==> src/rtl/rs_entry_alloc_ctrl.sv <==
// Reservation-station entry allocator: owns the busy vector, hands out the two
// lowest free entries to dispatch each cycle and retires entries released by issue.
module rs_entry_alloc_ctrl #(
   parameter int ENT_NUM = 8,
   parameter int ENT_SEL = 3,
   parameter int REQ_W   = 2
) (
   input  logic               clk,
   input  logic               rst,
   input  logic               i_flush,
   input  logic [REQ_W-1:0]   i_req_num,
   input  logic               i_dp_stall,
   output logic               o_allocable,
   output logic               o_alloc_vld_1,
   output logic               o_alloc_vld_2,
   output logic [ENT_SEL-1:0] o_alloc_idx_1,
   output logic [ENT_SEL-1:0] o_alloc_idx_2,
   input  logic               i_rel_vld_1,
   input  logic [ENT_SEL-1:0] i_rel_idx_1,
   input  logic               i_rel_vld_2,
   input  logic [ENT_SEL-1:0] i_rel_idx_2,
   output logic [ENT_NUM-1:0] o_busy_vec,
   output logic [ENT_SEL:0]   o_used_cnt,
   output logic               o_full,
   output logic               o_empty,
   output logic               o_err_free
);

   localparam int CW = ENT_SEL + 1;

   logic [ENT_NUM-1:0] busy_vec;
   logic [ENT_NUM-1:0] busy_next;
   logic [ENT_NUM-1:0] free_vec;
   logic [ENT_NUM-1:0] free_rest;
   logic [ENT_NUM-1:0] alloc_mask;
   logic [ENT_NUM-1:0] rel_mask;
   logic [CW-1:0]      used_cnt;
   logic [CW-1:0]      used_next;
   logic [CW-1:0]      alloc_cnt;
   logic [CW-1:0]      rel_cnt;
   logic [REQ_W:0]     avail_cnt;
   logic               err_free;
   logic               err_next;
   logic               rel_err;
   logic               vld_1;
   logic               vld_2;
   logic [ENT_SEL-1:0] idx_1;
   logic [ENT_SEL-1:0] idx_2;
   logic               commit;

   assign free_vec = ~busy_vec;

   // Descending scan so the lowest free index is the last one written.
   always_comb begin
      vld_1 = 1'b0;
      idx_1 = '0;
      for (int i = ENT_NUM - 1; i >= 0; i--) begin
         if (free_vec[i]) begin
            vld_1 = 1'b1;
            idx_1 = ENT_SEL'(i);
         end
      end
   end

   assign free_rest = free_vec & ~(ENT_NUM'(vld_1) << idx_1);

   always_comb begin
      vld_2 = 1'b0;
      idx_2 = '0;
      for (int i = ENT_NUM - 1; i >= 0; i--) begin
         if (free_rest[i]) begin
            vld_2 = 1'b1;
            idx_2 = ENT_SEL'(i);
         end
      end
   end

   assign avail_cnt   = {{REQ_W{1'b0}}, vld_1} + {{REQ_W{1'b0}}, vld_2};
   assign o_allocable = ({1'b0, i_req_num} <= avail_cnt);
   assign commit      = o_allocable & ~i_dp_stall & ~i_flush;

   // Allocation is all-or-nothing: commit already guarantees enough free entries.
   always_comb begin
      alloc_mask = '0;
      alloc_cnt  = '0;
      if (commit && (i_req_num >= REQ_W'(1))) begin
         alloc_mask[idx_1] = 1'b1;
         alloc_cnt         = CW'(1);
      end
      if (commit && (i_req_num == REQ_W'(2))) begin
         alloc_mask[idx_2] = 1'b1;
         alloc_cnt         = CW'(2);
      end
   end

   // Two ports naming the same busy entry collapse into one bit of the mask.
   always_comb begin
      rel_mask = '0;
      rel_err  = 1'b0;
      if (i_rel_vld_1) begin
         if (busy_vec[i_rel_idx_1]) rel_mask[i_rel_idx_1] = 1'b1;
         else                       rel_err = 1'b1;
      end
      if (i_rel_vld_2) begin
         if (busy_vec[i_rel_idx_2]) rel_mask[i_rel_idx_2] = 1'b1;
         else                       rel_err = 1'b1;
      end
   end

   always_comb begin
      rel_cnt = '0;
      for (int i = 0; i < ENT_NUM; i++) begin
         rel_cnt = rel_cnt + CW'(rel_mask[i]);
      end
   end

   // Flush wipes the station and ignores this cycle's releases entirely.
   always_comb begin
      busy_next = (busy_vec | alloc_mask) & ~rel_mask;
      used_next = used_cnt + alloc_cnt - rel_cnt;
      err_next  = err_free | rel_err;
      if (i_flush) begin
         busy_next = '0;
         used_next = '0;
         err_next  = err_free;
      end
   end

   always_ff @(posedge clk or posedge rst) begin
      if (rst) begin
         busy_vec <= '0;
         used_cnt <= '0;
         err_free <= 1'b0;
      end else begin
         busy_vec <= busy_next;
         used_cnt <= used_next;
         err_free <= err_next;
      end
   end

   assign o_alloc_vld_1 = vld_1;
   assign o_alloc_vld_2 = vld_2;
   assign o_alloc_idx_1 = idx_1;
   assign o_alloc_idx_2 = idx_2;
   assign o_busy_vec    = busy_vec;
   assign o_used_cnt    = used_cnt;
   assign o_full        = (used_cnt == CW'(ENT_NUM));
   assign o_empty       = (used_cnt == '0);
   assign o_err_free    = err_free;

endmodule

==> config.mk <==
export PLATFORM = sky130hd
export DESIGN_NAME = rs_entry_alloc_ctrl
export DESIGN_NICKNAME = d
export VERILOG_FILES = /design/src/rtl/rs_entry_alloc_ctrl.sv
export SDC_FILE = /design/constraint.sdc
export NUM_CORES = 1
export LEC_CHECK = 0
export ABC_AREA = 1
export CORE_MARGIN = 3
export CORE_UTILIZATION = 35
export DETAILED_ROUTE_END_ITERATION = 7
export PLACE_DENSITY = 0.59
export SYNTH_ARGS = -nofsm -noshare
export SYNTH_HDL_FRONTEND = slang
export SYNTH_SLANG_ARGS = --single-unit
==> constraint.sdc <==
create_clock -name clk -period 13 [get_ports clk]
set_input_delay 3.25 -clock clk [delete_from_list [all_inputs] [get_ports clk]]
set_output_delay 3.25 -clock clk [all_outputs]
set_load 0.01 [all_outputs]
==> key figures <==
Run status
  – Outcome: finished, final reports clean

Final layout
  – Synth-to-Final Area Change: 28.7%
  – Commonest non-fill, non-tap cell in the layout: inv_1
  – Layout cell share with drive strength beyond 1: about 15%
  – Commonest non-fill, non-tap cells in the layout: inv_1, clkdlybuf4s50_1, nand2_1
  – # nets final: 305
  – Antenna cells: 0

Timing
  – Actual slew at the worst max-slew pin: 0.515 ns
  – Slew headroom: between 60 and 70%
  – Setup violators final: 0
  – Total negative setup slack: 0 ns
  – Setup slack after layout: around 4.9 ns
  – Slew Viols, Final: 0
  – Tcrit/Tclk final: 61.9%
  – Hold Fails Final Rpt: 0
  – RSZ-0062 raised after global routing: false
  – Fmax achieved: between 100 and 150 MHz
  – Minimum clock period: slightly above 8 ns
  – Clk_skew: a little under 0.003 ns
  – Hold WS: roughly 0.46 ns

Logic synthesis
  – Yosys warns: 0
  – Share of the synthesized area in the top cell type: 19.8%
  – Ys flop type: dfrtp_1
  – Avg Cell Area, Syn: 7.02 um2
  – Syn Inst Count: about 230
  – Syn Nets: 265
  – Post-synth EDFFs: 0
  – Area contributors post-synth: dfrtp_1, inv_1, fa_1
  – Number of synthesized register bits: 13
  – Syn Std Cell Area: between 0.0015 and 0.002 mm2
  – Post-synthesis sequential area ratio: 19.8%
  – Async set or reset register ratio after synthesis: between 90% and 100%
  – Cell taking the most area after synthesis: dfrtp_1
  – Synth unique cells: 37

Worst setup path
  – Crit path cell chain: clkdlybuf4s50_1 -> inv_1 -> ha_1 -> nor2_1 -> a2bb2oi_1 -> inv_1 -> clkdlybuf4s50_1
  – CP arrival: between 4 and 5 ns
  – CP peak stage delay: just under 0.5 ns
  – Setup crit start kind: input port
  – Crit. End Element: output port
  – Worst Path Required: 9.75 ns
  – WS Path Type: input port to output port
  – Crit Path Max Fanout: 3
  – Highest-delay cell along the critical path: clkdlybuf4s50_1

Power
  – Worst vdd ir: ~0.084 mV
  – Leakage power: 0.972 nW
  – Pwr per Cell Area: between 70 and 80 mW/mm2

Clock tree
  – Max Buffers Root-to-Sink: 2
  – CTS tree: yes
  – Setup Fix Bufs, Post-CTS: 0
  – Cts bufs inserted: 3
  – Clock Sinks: 13
  – Hold Buf Count CTS: 0
  – Post-cts sizing count: 0
  – Root Driver: clkbuf_8
  – Max H-tree Level: 1
  – Clock Latency Late Sink: roughly 0.24 ns
  – Clock slew at reported path FFs: 0.06 ns

Detailed routing
  – Vias post-DR: about 1600
  – Initial DRC Count: just under 90
  – Vias per inst: approximately 5
  – Drt total wl: 4320 um
  – Wire length per cell: 13.3 um
  – DRC: 0
  – Pre-antenna DRT Iters: 4
  – Routed Antenna Nets: 0

Global routing
  – GRT Overall Usage: between 15 and 20%
  – Global-route wire length before repair: between 7000 and 8000 um
  – Initial antenna violation count: 0
  – Vias in the first global route: 1577
  – Gr ovfl total: 0
  – Largest net degree at the start of global routing: 14

Die
  – Die X: 74.5 um
  – Core area: 0.00444 mm2
  – Initial core utilization: 36.9%
  – Ports: 38
  – # rows: 24
  – Chip height: 74.5 um
  – Die area: 0.00555 mm2

Run
  – Max Cap Viol: 0

Place
  – Pre-CTS setup slack: between 4 and 5 ns
  – Detailed placer's ending HPWL: ~3600 um
  – Routability congestion estimate: between 0.8 and 0.9
  – IO buf count: 37

Hold path
  – Hold WC Path Type: register to register
[flip-flops by register name, indices dropped and copies added (netlist names)]
signal	cells
o_busy_vec	8
o_used_cnt	4
o_err_free	1
[metal layers]
metal  share of wire [%]  global-route usage (%)  wire [um]  up-vias
li1                    -                       -          -      832
met1                  47                    23.1       2040      719
met2                  46                    28.7       1970       50
met3                 5.9                    3.38        253        4
met4                 1.1                    2.96         48        0
met5                   0                       0          0        -
[power by group]
part	switching, mW	internal, mW	leakage, nW
logic	0.0347	0.0358	0.776
clock network	0.0146	0.0216	0.0228
registers	0.00542	0.0448	0.173
[worst max-delay path, delay by kind of cell]
family,cells,cell delay [ns]
buffers and inverters,4,1.09
adders and majority gates,1,0.19
AOI/OAI and AO/OA,1,0.15
and+or+nand+nor,1,0.11
[final timing paths]
check | from | end | slack (ns) | cells past startpoint
min reg2reg | o_err_free$_DFFE_PP0N_ | o_err_free$_DFFE_PP0N_ | 0.46 | 1
max in group asynchronous | rst | o_used_cnt[3]$_DFF_PP0_ | 9.32 | 2
max reg2reg | o_busy_vec[3]$_DFF_PP0_ | o_used_cnt[3]$_DFF_PP0_ | 8.23 | 19
min in group asynchronous | rst | o_busy_vec[3]$_DFF_PP0_ | 3.34 | 2
min | o_err_free$_DFFE_PP0N_ | o_err_free$_DFFE_PP0N_ | 0.46 | 1
max | i_req_num[0] | o_allocable | 4.95 | 7
[Yosys cell counts, types with 2 or more instances]
| cell type | count |
|---|---|
| xnor2_1 | 3 |
| nand2_4 | 2 |
| o21ai_0 | 8 |
| nor2_1 | 22 |
| nor2_2 | 6 |
| a31oi_1 | 6 |
| o21ai_2 | 2 |
| fa_1 | 7 |
| o22ai_1 | 4 |
| nor3_1 | 2 |
| nand3_4 | 2 |
| nand2_1 | 36 |
| nand3_1 | 7 |
| ha_1 | 10 |
| a21oi_1 | 11 |
| nand4_1 | 6 |
| nand3_2 | 2 |
| inv_1 | 46 |
| o211ai_1 | 5 |
| dfrtp_1 | 13 |
| inv_2 | 8 |
| nand2_2 | 11 |
[cell type report]
type | instances | area [um2]
fillers | 485 | 2330
well taps | 52 | 65.1
inverters | 55 | 209
clock buffers | 4 | 45.0
flip-flops and latches | 13 | 325
multi-input cells | 164 | 1100
repair buffers | 37 | 370
[stage by stage]
| step | power [mW] | std cells | util, % | cell area, um2 |
|---|---|---|---|---|
| finish | 0.157 | 325 | 47.6 | 2110 |
| global route | 0.169 | 325 | 47.6 | 2110 |
| CTS | 0.159 | 325 | 47.6 | 2110 |
| detailed placement | 0.122 | 321 | 46.5 | 2070 |
| global placement | 0.122 | 321 | 46.5 | 2070 |
| floorplan | 0.0915 | 234 | - | 1640 |
[cells by family after synthesis]
family                   after synthesis  share of synthesized area (%)
flip-flops                            13                           19.8
XOR/XNOR                               3                           1.60
AND/OR/NAND/NOR                      103                           33.2
AO/OA/AOI/OAI                         41                           16.0
buffers and inverters                 57                           13.3
adder cells (fa/ha/maj)               17                           16.2
No activity file was read; power rests on OpenSTA's default activity.
